### src/rtl/uart_rx_cfg.sv
`default_nettype none
// ---------------------------------------------------------------------------
// uart_rx_cfg : UART receiver (majority-vote sampling) with FWFT receive FIFO
// rev 1.0
// ---------------------------------------------------------------------------
module uart_rx_cfg #(
  parameter int PRESCALER  = 104,
  parameter int DATA_BITS  = 8,
  parameter int PARITY     = 0,
  parameter int STOP_BITS  = 1,
  parameter int FIFO_DEPTH = 4
) (
  input  logic                 clk,
  input  logic                 reset_n,
  input  logic                 rx,
  input  logic                 ready,
  output logic                 valid,
  output logic [DATA_BITS-1:0] data,
  output logic                 parity_err,
  output logic                 frame_err,
  output logic                 overrun,
  input  logic                 overrun_clr,
  output logic                 busy
);

  localparam int CW  = $clog2(PRESCALER);
  localparam int AW  = $clog2(FIFO_DEPTH);
  localparam int AW1 = AW + 1;
  localparam int EW  = DATA_BITS + 2;

  localparam logic [CW-1:0]  C_HM1       = CW'(PRESCALER / 2 - 1);
  localparam logic [CW-1:0]  C_H         = CW'(PRESCALER / 2);
  localparam logic [CW-1:0]  C_HP1       = CW'(PRESCALER / 2 + 1);
  localparam logic [CW-1:0]  C_HP2       = CW'(PRESCALER / 2 + 2);
  localparam logic [CW-1:0]  C_END       = CW'(PRESCALER - 1);
  localparam logic [3:0]     C_LAST_BIT  = 4'(DATA_BITS - 1);
  localparam logic           C_LAST_STOP = (STOP_BITS == 2);
  localparam logic [AW1-1:0] C_FULL      = AW1'(FIFO_DEPTH);

  typedef enum logic [2:0] {
    S_IDLE      = 3'd0,
    S_START     = 3'd1,
    S_DATA      = 3'd2,
    S_PARITY    = 3'd3,
    S_STOP      = 3'd4,
    S_WAIT_IDLE = 3'd5
  } state_t;

  // synchronizer; r_rx_d holds the previous synchronized value for edge detect
  logic r_sync1, r_sync2, r_rx_d;
  logic w_rx, w_fall;

  always_ff @(posedge clk or negedge reset_n) begin
    if (!reset_n) begin
      r_sync1 <= 1'b1;
      r_sync2 <= 1'b1;
      r_rx_d  <= 1'b1;
    end else begin
      r_sync1 <= rx;
      r_sync2 <= r_sync1;
      r_rx_d  <= r_sync2;
    end
  end

  assign w_rx   = r_sync2;
  assign w_fall = r_rx_d & ~w_rx;

  state_t               r_state, w_state_nx;
  logic [CW-1:0]        r_cnt;
  logic [3:0]           r_bit_idx;
  logic                 r_stop_idx;
  logic                 r_s0, r_s1;
  logic [DATA_BITS-1:0] r_shift;
  logic                 r_perr, r_ferr;
  logic                 w_maj, w_push, w_at_end;

  assign w_maj    = (r_s0 & r_s1) | (r_s0 & w_rx) | (r_s1 & w_rx);
  assign w_at_end = (r_cnt == C_END);

  always_ff @(posedge clk or negedge reset_n) begin
    if (!reset_n) r_state <= S_IDLE;
    else          r_state <= w_state_nx;
  end

  always_comb begin
    w_state_nx = r_state;
    w_push     = 1'b0;
    case (r_state)
      S_IDLE:   if (w_fall) w_state_nx = S_START;
      S_START: begin
        if (r_cnt == C_HP1 && w_maj) w_state_nx = S_IDLE;
        else if (w_at_end)           w_state_nx = S_DATA;
      end
      S_DATA: begin
        if (w_at_end && r_bit_idx == C_LAST_BIT)
          w_state_nx = (PARITY != 0) ? S_PARITY : S_STOP;
      end
      S_PARITY: if (w_at_end) w_state_nx = S_STOP;
      // push one cycle after the final stop-bit vote, not at bit end
      S_STOP: begin
        if (r_cnt == C_HP2 && r_stop_idx == C_LAST_STOP) begin
          w_push     = 1'b1;
          w_state_nx = r_ferr ? S_WAIT_IDLE : S_IDLE;
        end
      end
      S_WAIT_IDLE: if (w_rx) w_state_nx = S_IDLE;
      default:     w_state_nx = S_IDLE;
    endcase
  end

  always_ff @(posedge clk or negedge reset_n) begin
    if (!reset_n) begin
      r_cnt      <= '0;
      r_bit_idx  <= '0;
      r_stop_idx <= 1'b0;
      r_s0       <= 1'b1;
      r_s1       <= 1'b1;
      r_shift    <= '0;
      r_perr     <= 1'b0;
      r_ferr     <= 1'b0;
    end else begin
      if (r_state == S_IDLE || w_at_end) r_cnt <= '0;
      else                               r_cnt <= r_cnt + 1'b1;
      if (r_cnt == C_HM1) r_s0 <= w_rx;
      if (r_cnt == C_H)   r_s1 <= w_rx;
      case (r_state)
        S_IDLE: begin
          if (w_fall) begin
            r_bit_idx  <= '0;
            r_stop_idx <= 1'b0;
            r_perr     <= 1'b0;
            r_ferr     <= 1'b0;
          end
        end
        S_DATA: begin
          if (r_cnt == C_HP1) r_shift <= {w_maj, r_shift[DATA_BITS-1:1]};
          if (w_at_end)       r_bit_idx <= r_bit_idx + 1'b1;
        end
        S_PARITY: begin
          if (r_cnt == C_HP1)
            r_perr <= (PARITY == 1) ? ~(^r_shift ^ w_maj) : (^r_shift ^ w_maj);
        end
        S_STOP: begin
          if (r_cnt == C_HP1 && !w_maj) r_ferr <= 1'b1;
          if (w_at_end)                 r_stop_idx <= 1'b1;
        end
        default: ;
      endcase
    end
  end

  // receive FIFO, first-word-fall-through
  logic [EW-1:0]  r_mem [FIFO_DEPTH];
  logic [AW-1:0]  r_wptr, r_rptr;
  logic [AW1-1:0] r_count;
  logic           w_pop, w_full, w_wr;
  logic [EW-1:0]  w_head;

  assign w_pop  = valid & ready;
  assign w_full = (r_count == C_FULL);
  assign w_wr   = w_push & (~w_full | w_pop);

  always_ff @(posedge clk) begin
    if (w_wr) r_mem[r_wptr] <= {r_perr, r_ferr, r_shift};
  end

  always_ff @(posedge clk or negedge reset_n) begin
    if (!reset_n) begin
      r_wptr  <= '0;
      r_rptr  <= '0;
      r_count <= '0;
      overrun <= 1'b0;
    end else begin
      if (w_wr)  r_wptr <= r_wptr + 1'b1;
      if (w_pop) r_rptr <= r_rptr + 1'b1;
      case ({w_wr, w_pop})
        2'b10:   r_count <= r_count + 1'b1;
        2'b01:   r_count <= r_count - 1'b1;
        default: r_count <= r_count;
      endcase
      if (w_push && w_full && !w_pop) overrun <= 1'b1;
      else if (overrun_clr)           overrun <= 1'b0;
    end
  end

  assign w_head = r_mem[r_rptr];
  assign valid  = (r_count != '0);
  assign {parity_err, frame_err, data} = valid ? w_head : '0;
  assign busy   = (r_state != S_IDLE);

endmodule
`default_nettype wire

### config.mk
export PLATFORM = sky130hd
export DESIGN_NAME = uart_rx_cfg
export DESIGN_NICKNAME = d
export VERILOG_FILES = /design/src/rtl/uart_rx_cfg.sv
export SDC_FILE = /design/constraint.sdc
export NUM_CORES = 1
export LEC_CHECK = 0
export BUFFER_PORTS_ARGS = -buffer_cell sky130_fd_sc_hd__buf_2
export CORE_ASPECT_RATIO = 0.5
export CORE_UTILIZATION = 45
export CTS_CLUSTER_DIAMETER = 40
export DETAILED_ROUTE_END_ITERATION = 12
export GPL_ROUTABILITY_DRIVEN = 0
export PLACE_DENSITY_LB_ADDON = 0.15
export SETUP_SLACK_MARGIN = 0.2
export SLEW_MARGIN = 20
export SYNTH_ARGS = -nofsm -noshare
export SYNTH_HDL_FRONTEND = slang
export SYNTH_SLANG_ARGS = --single-unit
export TNS_END_PERCENT = 50
### constraint.sdc
create_clock -name clk -period 2.67 [get_ports clk]
set_input_delay 0.1335 -clock clk [delete_from_list [all_inputs] [get_ports clk]]
set_output_delay 0.1335 -clock clk [all_outputs]
set_load 0.02 [all_outputs]
======== Word level (Yosys, flattened, before mapping) ========
Memory sizes are Yosys's and may differ from the RTL's.
Index checks and enable logic that the tools add are counted.
operators by class
  add/sub/neg operators ................... 6
  equality and inequality tests ........... 24
  mux-type cells .......................... 28
  bitwise logic cells ..................... 13
  reductions and logical operators ........ 24
operators by type and width
  kind                   count
  $eq A7 B6 Y1 const B   4
  $mux W3                8
  $ne A2 B2 Y1 const B   9
  $pmux W3 S6            1
  $reduce_and A3 Y1      4
  $mux W1                10
  $mux W10               1
  $reduce_bool A2 Y1     5
  $eq A3 B3 Y1 const B   3
  $mux W4                2
  $pmux W4 S2            1
  $reduce_xor A8 Y1      1
  $add A7 B1 Y7 const B  1
  $eq A7 B7 Y1 const B   1
  $mux W7                1
  $and A1 B1 Y1          6
  $eq A3 B2 Y1 const B   2
  $logic_and A1 B1 Y1    6
  $pmux W1 S2            3
  $pmux W3 S2            1
  $reduce_and A6 Y1      1
  $reduce_bool A3 Y1     2
  $add A2 B1 Y2 const B  2
  $add A4 B1 Y4 const B  1
  other kinds (14)       19
storage, ports and cells
  register bits after elaboration ......... 38
  RAM bits ................................ 40
  output and inout bits ................... 13
  memories kept ........................... 1
memories
  memory  words  bits a word  rd ports  clocked after Yosys merged registers in  write ports  RTL line  source
  r_mem   4      10           1         0                                        1            153       logic [EW-1:0] r_mem [FIFO_DEPTH];

======== Logic depth before layout (Yosys ltp) ========
Gate-level depths: netlist of the first run.
  word-level depth ........................ 7
  mapped depth ............................ 9
  mapped depth without buffers ............ 9

======== Worst setup path before layout of the first run ========
No wires, ideal clock.
  path type ............................... reg-to-reg
  start point ............................. register r_cnt[3]
  end point ............................... register r_count[2]
  arrival ................................. 2047 ps
  path slack .............................. 498 ps
  cell stages (with the launch flop) ...... 8
  buffers on the path ..................... 0
  clock period less this slack ............ 2172 ps
  path through ............................ dfrtp_1 > or3b_4 > nor3_4 > nor2_1 > fa_1 > nor3_1 > a31oi_1 > xnor2_1
between the ends
  cells in the longest elaborated chain, start to end .. 7
  elaborated cells on any way between the ends .. 9
RTL lines
  element                                                   RTL line  source
  start: declaration                                        69        logic [CW-1:0] r_cnt;
  start signal: assignment                                  123       else r_cnt <= r_cnt + 1'b1;
  $eq A7 B6 Y1 (*)                                          101       if (r_cnt == C_HP2 && r_stop_idx == C_LAST_STOP) begin
  $logic_and A1 B1 Y1 (*)                                   101
  $mux W1 (*)                                               101
  $mux W1 (*)                                               88        case (r_state)
  $and A1 B1 Y1 (*)                                         161       assign w_wr = w_push & (~w_full | w_pop);
  $eq A2 B1 Y1 / $eq A2 B2 Y1 (equally long branches)       176       case ({w_wr, w_pop})
  $pmux W3 S2 / $reduce_bool A2 Y1 (equally long branches)  -
  end signal: assignment                                    177       2'b10: r_count <= r_count + 1'b1;
  end signal: assignment                                    178       2'b01: r_count <= r_count - 1'b1;
  end signal: assignment                                    179       default: r_count <= r_count;
  end: declaration                                          155       logic [AW1-1:0] r_count;
Every way passes the cells marked *; elsewhere a longest branch is shown, timed or not.
A chain may end at the register's enable or synchronous reset.

======== Worst setup path in the final report of the first run ========
  start point ............................. register r_cnt[3]
  end point ............................... memory r_mem[0][9] (netlist name), enable pin
between the ends
  cells in the longest elaborated chain, start to end .. 7
RTL lines
  element                        RTL line  source
  $eq A7 B6 Y1                   101
  $logic_and A1 B1 Y1            101
  $mux W1                        101
  $mux W1                        88
  $and A1 B1 Y1                  161
  $mux W1                        164       if (w_wr) r_mem[r_wptr] <= {r_perr, r_ferr, r_shift};
  $mux W1 (implied by the code)  164
  end: declaration               153
Every way passes these cells.

==> results of run 1 <==
sequential cells by signal (all words and copies together) (netlist names), 2 cells and up:
register / flops
r_rptr: 2
r_cnt: 7
r_mem: 40
r_wptr: 2
r_count: 3
r_state: 3
r_shift: 8
r_bit_idx: 4
layout by cell type, fill, tap and decap left out, drive strengths merged, types with 11 or more instances in the layout:
cell,n
dfrtp,33
buf,21
xnor2,13
nor2,13
inv,11
mux2,12
and2,16
edfxtp,40
cell families (layout without fill, tap and decap cells):
logic type	Yosys count	in the layout
AO/OA/AOI/OAI	23	23
XOR/XNOR	20	20
adder cells (fa/ha/maj)	11	11
buffers and inverters	20	50
flip-flops	78	78
multiplexers	23	23
AND/OR/NAND/NOR	77	77
worst min-delay path by stage:
stage                       start        end  slack, ps  cells after the start
final                       ready  r_rptr[1]        150                      3
after global routing        ready  r_rptr[1]        200                      3
after floorplan           reset_n    overrun       -160                      0
after global placement         rx    r_sync1        240                      1
after CTS                   ready  r_rptr[1]        130                      3
after detailed placement       rx    r_sync1        240                      1
worst min-delay path: cells and delay by family:
family	cells	cell delay, ps
buffers and inverters	1	150
and+or+nand+nor	1	100
xor gates and xnor gates	1	60
area by class of cell:
type / instances / area (µm²) / area share
sequential: 78 / 2160 / 0.525
multi-input combinational: 154 / 1310 / 0.319
clock buffer: 9 / 225 / 0.0548
timing repair buffer: 24 / 145 / 0.0353
tap: 108 / 135 / 0.0329
clock inverter: 7 / 97.6 / 0.0237
inverter: 10 / 37.5 / 0.00913
where the power goes:
part | switching (mW) | internal [mW]
sequential | 0.183 | 1.33
clock | 0.476 | 0.820
combinational | 0.240 | 0.235
total | 0.900 | 2.38
per-stage QoR:
step / std cells / worst slack (ps) / cell area [µm²] / hold slack (ps)
3_5_place_dp: 371 / 400 / 3760 / 240
3_3_place_gp: 371 / 454 / 3760 / 240
5_1_grt: 390 / 234 / 4110 / 196
6_report: 390 / 391 / 4110 / 147
4_1_cts: 390 / 362 / 4110 / 132
2_1_floorplan: 252 / 498 / 3550 / -162
repair_timing:
item	in CTS	in global routing
resized for setup	0	0
endpoints found under the hold margin	35	0
buffers inserted	0	0
hold buffers	3	0
per-layer routing:
layer,wire length (µm),vias up,GRT usage,share of wire
met2,2940,34,0.277,0.46
li1,-,972,-,-
met5,0,-,0,0
met4,129,0,0.0926,0.020
met1,3010,1006,0.226,0.47
met3,274,11,0.0619,0.043
==> results, run 1 <==
- For this block, the initial DRC count from the detailed router was 143.
- The worst max-slew margin expressed relative to the limit is 0.450.
- In the synthesized netlist, the number of instances is 252.
- In this run the horizontal extent of the chip is 128 µm.
- Dividing total power by cell area gives a power density of 798 mW/mm².
- Of the total synthesized cell area, the portion taken by AND, OR, NAND and NOR gates is 0.128.
- The arrival time of data at the critical path endpoint is 2250 ps.
- The fraction of the mapped netlist area in adder cells is 0.0402.
- The fraction of the mapped netlist area in compound gates is 0.0458.
- In the synthesized netlist, the cells that appear most often are edfxtp_1, dfrtp_1, and2_1.
- The type of destination of the critical path is a flop.
- The cell family with the largest share of critical-path delay is simple AND/OR/NAND/NOR gates.
- Together, buffers and inverters on the worst path number 0.
- The summed instance area of the synthesized netlist is 0.00355 mm².
- Traced cell by cell, the critical path runs through or3b_4, nor2_1, and3_1, and2_1.
- The worst reg2reg path startpoint is r_cnt[3].
- The largest single stage delay on the critical path is 530 ps.
- After synthesis, the largest family of logic cells by area is simple AND/OR/NAND/NOR gates.
- The critical path depth is 4.
- The pin slew with the least headroom to its limit is 825 ps.
- The detailed-router iteration count before antenna repair is 4.
- The final number of max-transition violations is 0.
- Static timing analysis puts the maximum clock frequency at 0.439 GHz.
- The capturing point of the worst reg2reg path is r_mem[0][9].
- The most critical setup path has its endpoint at r_mem[0][9].
- Setup violations remaining at the end of the flow were counted as 0.
- The number of global-route vias before repair came to 2123.
- After global routing the overflow that remains totals 0.
- No sink is reached through more buffers than the 2 on the longest clock path.
- The number of nets in the finished design is 292.
- The worst-case register-to-register setup slack is 390 ps.
- Among all stages on the critical path, the largest delay is contributed by and2_1.
- The synthesized design contains 78 register bits.
- After detailed routing, the number of vias per cell comes to 5.19.
- Of the cells placed in the final design, the portion with a size suffix greater than 1 is 0.248.
- The count of cells along the worst register-to-register path is 4.
- Of the total synthesized cell area, the portion taken by XOR and XNOR cells is 0.0515.
- Tracing the worst setup path back leads to its startpoint at r_cnt[3].
- From synthesis to final layout, the design area changed by 15.8%.
- The reported leakage power is 1.74 nW.
- On the final layout, the worst clock skew is 3.80 ps.
- The core occupancy in the finished layout is 0.549.
- The core region is 0.00749 mm².
- Data on the critical path is required at its endpoint by 2650 ps.
- The total of fill cells in the finished design is 638.
- The multiplexer share of the synthesized area is 0.104.
- For this run, asynchronously set or reset flops after synthesis account for 0.487.
- The count of final hold-check violations is 0.
- Once detailed placement completed, the half-perimeter wirelength came to 4.34 mm.
- The clock-pin slew on the worst setup and hold paths is 60 ps.
- The average footprint of a synthesized cell is 14.1 µm².
- The die is 64.8 µm tall.
- The final period demand of the worst path is 2280 ps.
- The tool flagged a number of max-cap violations equal to 0.
- The detailed router placed 2023 vias in this run.
- The class of the tightest hold or removal check is input port to flop.
- The pin count of the biggest net entering global routing is 39.
- The area of the die is 0.00827 mm².
- Sorting the synthesized cells by area gives the leading types as edfxtp_1, dfrtp_1, mux4_2.
- The most common cell in the synthesized netlist is edfxtp_1.
- Setup repair after global routing left no endpoint under its margin.
- The number of diodes is 0.
- The number of enable flip-flop cells after synthesis is 40.
- Setup total negative slack on the finished layout was measured at 0 ps.
- The flow ran to the end, and the final reports show no timing, DRC or antenna violations.
- In this run the number of H-tree levels came out at 3.
- The post-route clock period utilization is 0.854.
- After detailed routing, the average wire length per cell comes to 16.3 µm.
- The number of cell rows is 22.
- The worst-path maximum fanout is 10.
- The number of antenna violations at the first check in global routing is 0.
- Counting every sink on the clock net gives 78.
- After detailed routing, the total wire length is 6.35 mm.
- The warning count from the yosys run is 0.
- The main flop type after synthesis is edfxtp_1.
- The later pin in the worst-skew pair is clocked with a latency of 340 ps.
- The startpoint type of the worst setup path is a flop.
- For this configuration, the core starts out at a cell density of 0.474.
- After detailed routing, the number of remaining DRC violations is 0.
- Clock tree synthesis inserted a total of 9 buffers.
- The maximum vdd drop is 298 µV.
- Of the post-synthesis cell area, the dominant cell type holds 0.338.
- The number of buffer cells added on primary ports is 17.
- The cell type with the highest aggregate area in the netlist is edfxtp_1.
- Counting every net in the synthesized netlist gives 267.
- Summing internal, switching and leakage power gives 3.28 mW.
- The global-route usage over all layers is 0.179.
- After synthesis, the netlist uses 50 different library cells.
- The share of the yosys chip area belonging to registers is 0.608.
- TritonCTS built the clock tree.
- The clock tree root driver cell is clkbuf_16.
- The number of placed I/O pins is 18.
- The final antenna-violating net count is 0.
- The wire length of the first global-routing pass is 10.7 mm.
- The class of the most critical setup path is flop to flop.
No activity file was read; power rests on OpenSTA's default activity.
==> run 2, diff against run 1 <==
==> constraint.sdc (replaced) <==
create_clock -name clk -period 2.67 [get_ports clk]
set_input_delay 0.6675 -clock clk [delete_from_list [all_inputs] [get_ports clk]]
set_output_delay 0.6675 -clock clk [all_outputs]
set_load 0.02 [all_outputs]
==> results, run 2 (same netlist as run 1, synthesis figures left out) <==
- The count of cells in the finished layout, fillers not included, comes to 386.
- The total CTS buffers is 9.
- The clock insertion delay at the later pin of the skew report is 330 ps.
- The clock tree root driver cell is clkbuf_16.
- The pin count of the biggest net entering global routing is 39.
- The area of the die is 0.00827 mm².
- From synthesis to final layout, the design area changed by 14.0%.
- The number of antenna violations at the first check in global routing is 0.
- The worst-case register-to-register setup slack is 400 ps.
- For met1 alone, demand over resource in global routing was 0.231.
- On the critical path, the stage with the largest delay is an instance of mux4_2.
- The internal power component is 2.22 mW.
- The repair_antennas step left the layout with diodes totalling 0.
- In this run the static leakage power is 1.70 nW.
- The number of global-route vias before repair is 1972.
- The area after detailed placement is 0.00375 mm².
- The switching fraction of total power is 0.284.
- At the worst endpoint, the required time is 2000 ps.
- The overall die width is 128 µm.
- Of the total power, registers draw 0.473.
- Global routing finished with a remaining overflow of 0.
- The number of placed I/O pins is 18.
- In the routed layout, each cell is associated on average with a via count of 5.11.
- The floorplan has 22 rows.
- The clock-pin slew on the worst setup and hold paths is 60 ps.
- For this run, the share of the core covered by cells in the final layout is 0.540.
- Along the worst path, the maximum fanout reaches 12.
- The number of buffer and inverter instances along the worst setup path is 2.
- The initial utilization of the core area, before any placement, comes to 0.474.
- In this run the deepest clock path goes through 2 buffers.
- The wire length of the first global-routing pass is 10.0 mm.
- The total of endpoints with negative setup slack in the final report is 0.
- The final number of max-transition violations is 0.
- The DRC marker count from the first detailed-route iteration is 87.
- In the final layout, the multi-input gates occupy 0.00132 mm².
- The met3 track utilization from global routing is 0.0595.
- Once layout is done, the placed cells without fillers occupy 0.00405 mm².
- Port buffering added 17 buffers.
- The number of H-tree levels is 3.
- In this run the power density over the cells is 767 mW/mm².
- The type of destination of the critical path is an output pin.
- Subtracting the final worst setup slack from the clock period gives 2390 ps.
- Max-cap violations in this run came to 0.
- The final-layout setup total negative slack is 0 ps.
- Ranked by flip-flop count, first place goes to r_mem.
- Of the total power, the clock network draws 0.362.
- The region available for standard cell placement spans 0.00749 mm².
- The final hold slack is 355 ps.
- The count of clock tree sinks is 78.
- The detailed-router iteration count before antenna repair is 4.
- The DRC violation count after routing is 0.
- IR analysis of the VDD net gives a maximum drop of 300 µV.
- The total of fill cells in the finished design is 648.
- The worst setup path is launched from a flop.
- The number of nets in the finished design is 288.
- The overall die height is 64.8 µm.
- Summed over all nets, the switching power comes to 0.882 mW.
- The worst max-slew margin expressed relative to the limit is 0.443.
- The most heavily used metal layer in global routing is met2.
- The CTS tree is built.
- The logic gate share of total power is 0.165.
- Leaving out fill and tap cells, the most frequent cell in the layout is edfxtp_1.
- The tightest min-delay check is of the flop to flop type.
- The flow ran to the end, and the final reports show no timing, DRC or antenna violations.
- The number of buffers inserted by hold repair at cts is 0.
- The library cells used most frequently in the layout, excluding fill and tap cells, are edfxtp_1, dfrtp_1, buf_2, and2_1.
- The global-route met2 utilization is 0.246.
- Based on the critical path, the design can be clocked at up to 0.419 GHz.
- The final route contains 1972 vias.
- Summed over all layers, the routed wires come to 5.86 mm.
- Setup repair after global routing left no endpoint under its margin.
- Counting tap cells, the placed design contains a total of 370 instances.
- The largest registers in the layout are r_mem x40, r_shift x8, r_cnt x7.
- The critical path is of the flop to output pin type.
- For the pin with the worst max-slew slack, the measured transition is 836 ps.
- The count of final hold-check violations is 0.
- In the final layout, flip-flops and latches occupy 0.00216 mm².
- The critical path goes through buf_6, mux4_2, and2_1, buf_2.
- The placed wire-length estimate after detailed placement is 4.09 mm.
- In the finished design, the share of the clock period the worst path needs comes to 0.895.
- The final clock skew is 7.80 ps.
- Once detail routing completed, the nets flagged for antenna violations numbered 0.
- The flip-flop count of the largest register, all copies and words added is 40.
- The cell family with the largest share of critical-path delay is multiplexers.
- Of the cells placed in the final design, the portion with a size suffix greater than 1 is 0.259.
- The stage delay of the slowest cell on the critical path is 520 ps.
- Data arrives at the worst endpoint at 1720 ps.
- The average wire length per cell after detail routing is 15.2 µm.
- For this run, the total global-route usage over all layers was measured as 0.169.
-- run 2: worst reg2reg max path, delay by kind of cell, from the launching register on --
family,cells,cell delay [ps]
and+or+nand+nor,4,1470
DFF,1,440
-- run 2: metal layers --
| layer | vias to the layer above | wire length [µm] |
|---|---|---|
| met4 | 0 | 85 |
| met1 | 971 | 3050 |
| met3 | 9 | 246 |
| li1 | 955 | - |
| met5 | - | 0 |
| met2 | 37 | 2490 |
-- run 2: path summary, 6_finish.rpt --
check,start,endpoint,cells after the start
setup reg to reg,r_cnt[3],r_mem[0][7],4
setup / recovery,r_rptr[0],frame_err,4
hold reg to reg,r_sync1,r_sync2,0
max in group asynchronous,reset_n,r_rptr[1],1
min in group asynchronous,reset_n,r_shift[0],1
hold / removal,r_sync1,r_sync2,0
-- run 2: timing repair --
action                     4_1_cts  5_1_grt
gates cloned                     0        0
resized for setup                2        1
setup buffers                    0        0
setup endpoints to repair        5        1
-- run 2: per-stage QoR --
stage | power [mW] | worst slack, ps
detailed placement | 1.99 | 342
global placement | 1.99 | 398
global route | 3.28 | 207
finish | 3.10 | 282
floorplan | 1.85 | 494
CTS | 3.14 | 245
-- run 2: area by class of cell --
class | count | area share
Timing Repair Buffer | 20 | 0.0275
Clock inverter | 6 | 0.0114
Inverter | 10 | 0.00928
Sequential cell | 78 | 0.534
Tap cell | 108 | 0.0334
Clock buffer | 10 | 0.0591
Multi-Input combinational cell | 154 | 0.325
-- run 2: power groups by stage --
stage | clock [mW] | combinational (mW) | sequential (mW)
after CTS | 1.16 | 0.519 | 1.46
after detailed placement | 0 | 0.505 | 1.48
after global placement | 0 | 0.504 | 1.48
final | 1.12 | 0.512 | 1.47
after global routing | 1.22 | 0.577 | 1.48
after floorplan | 0 | 0.435 | 1.42
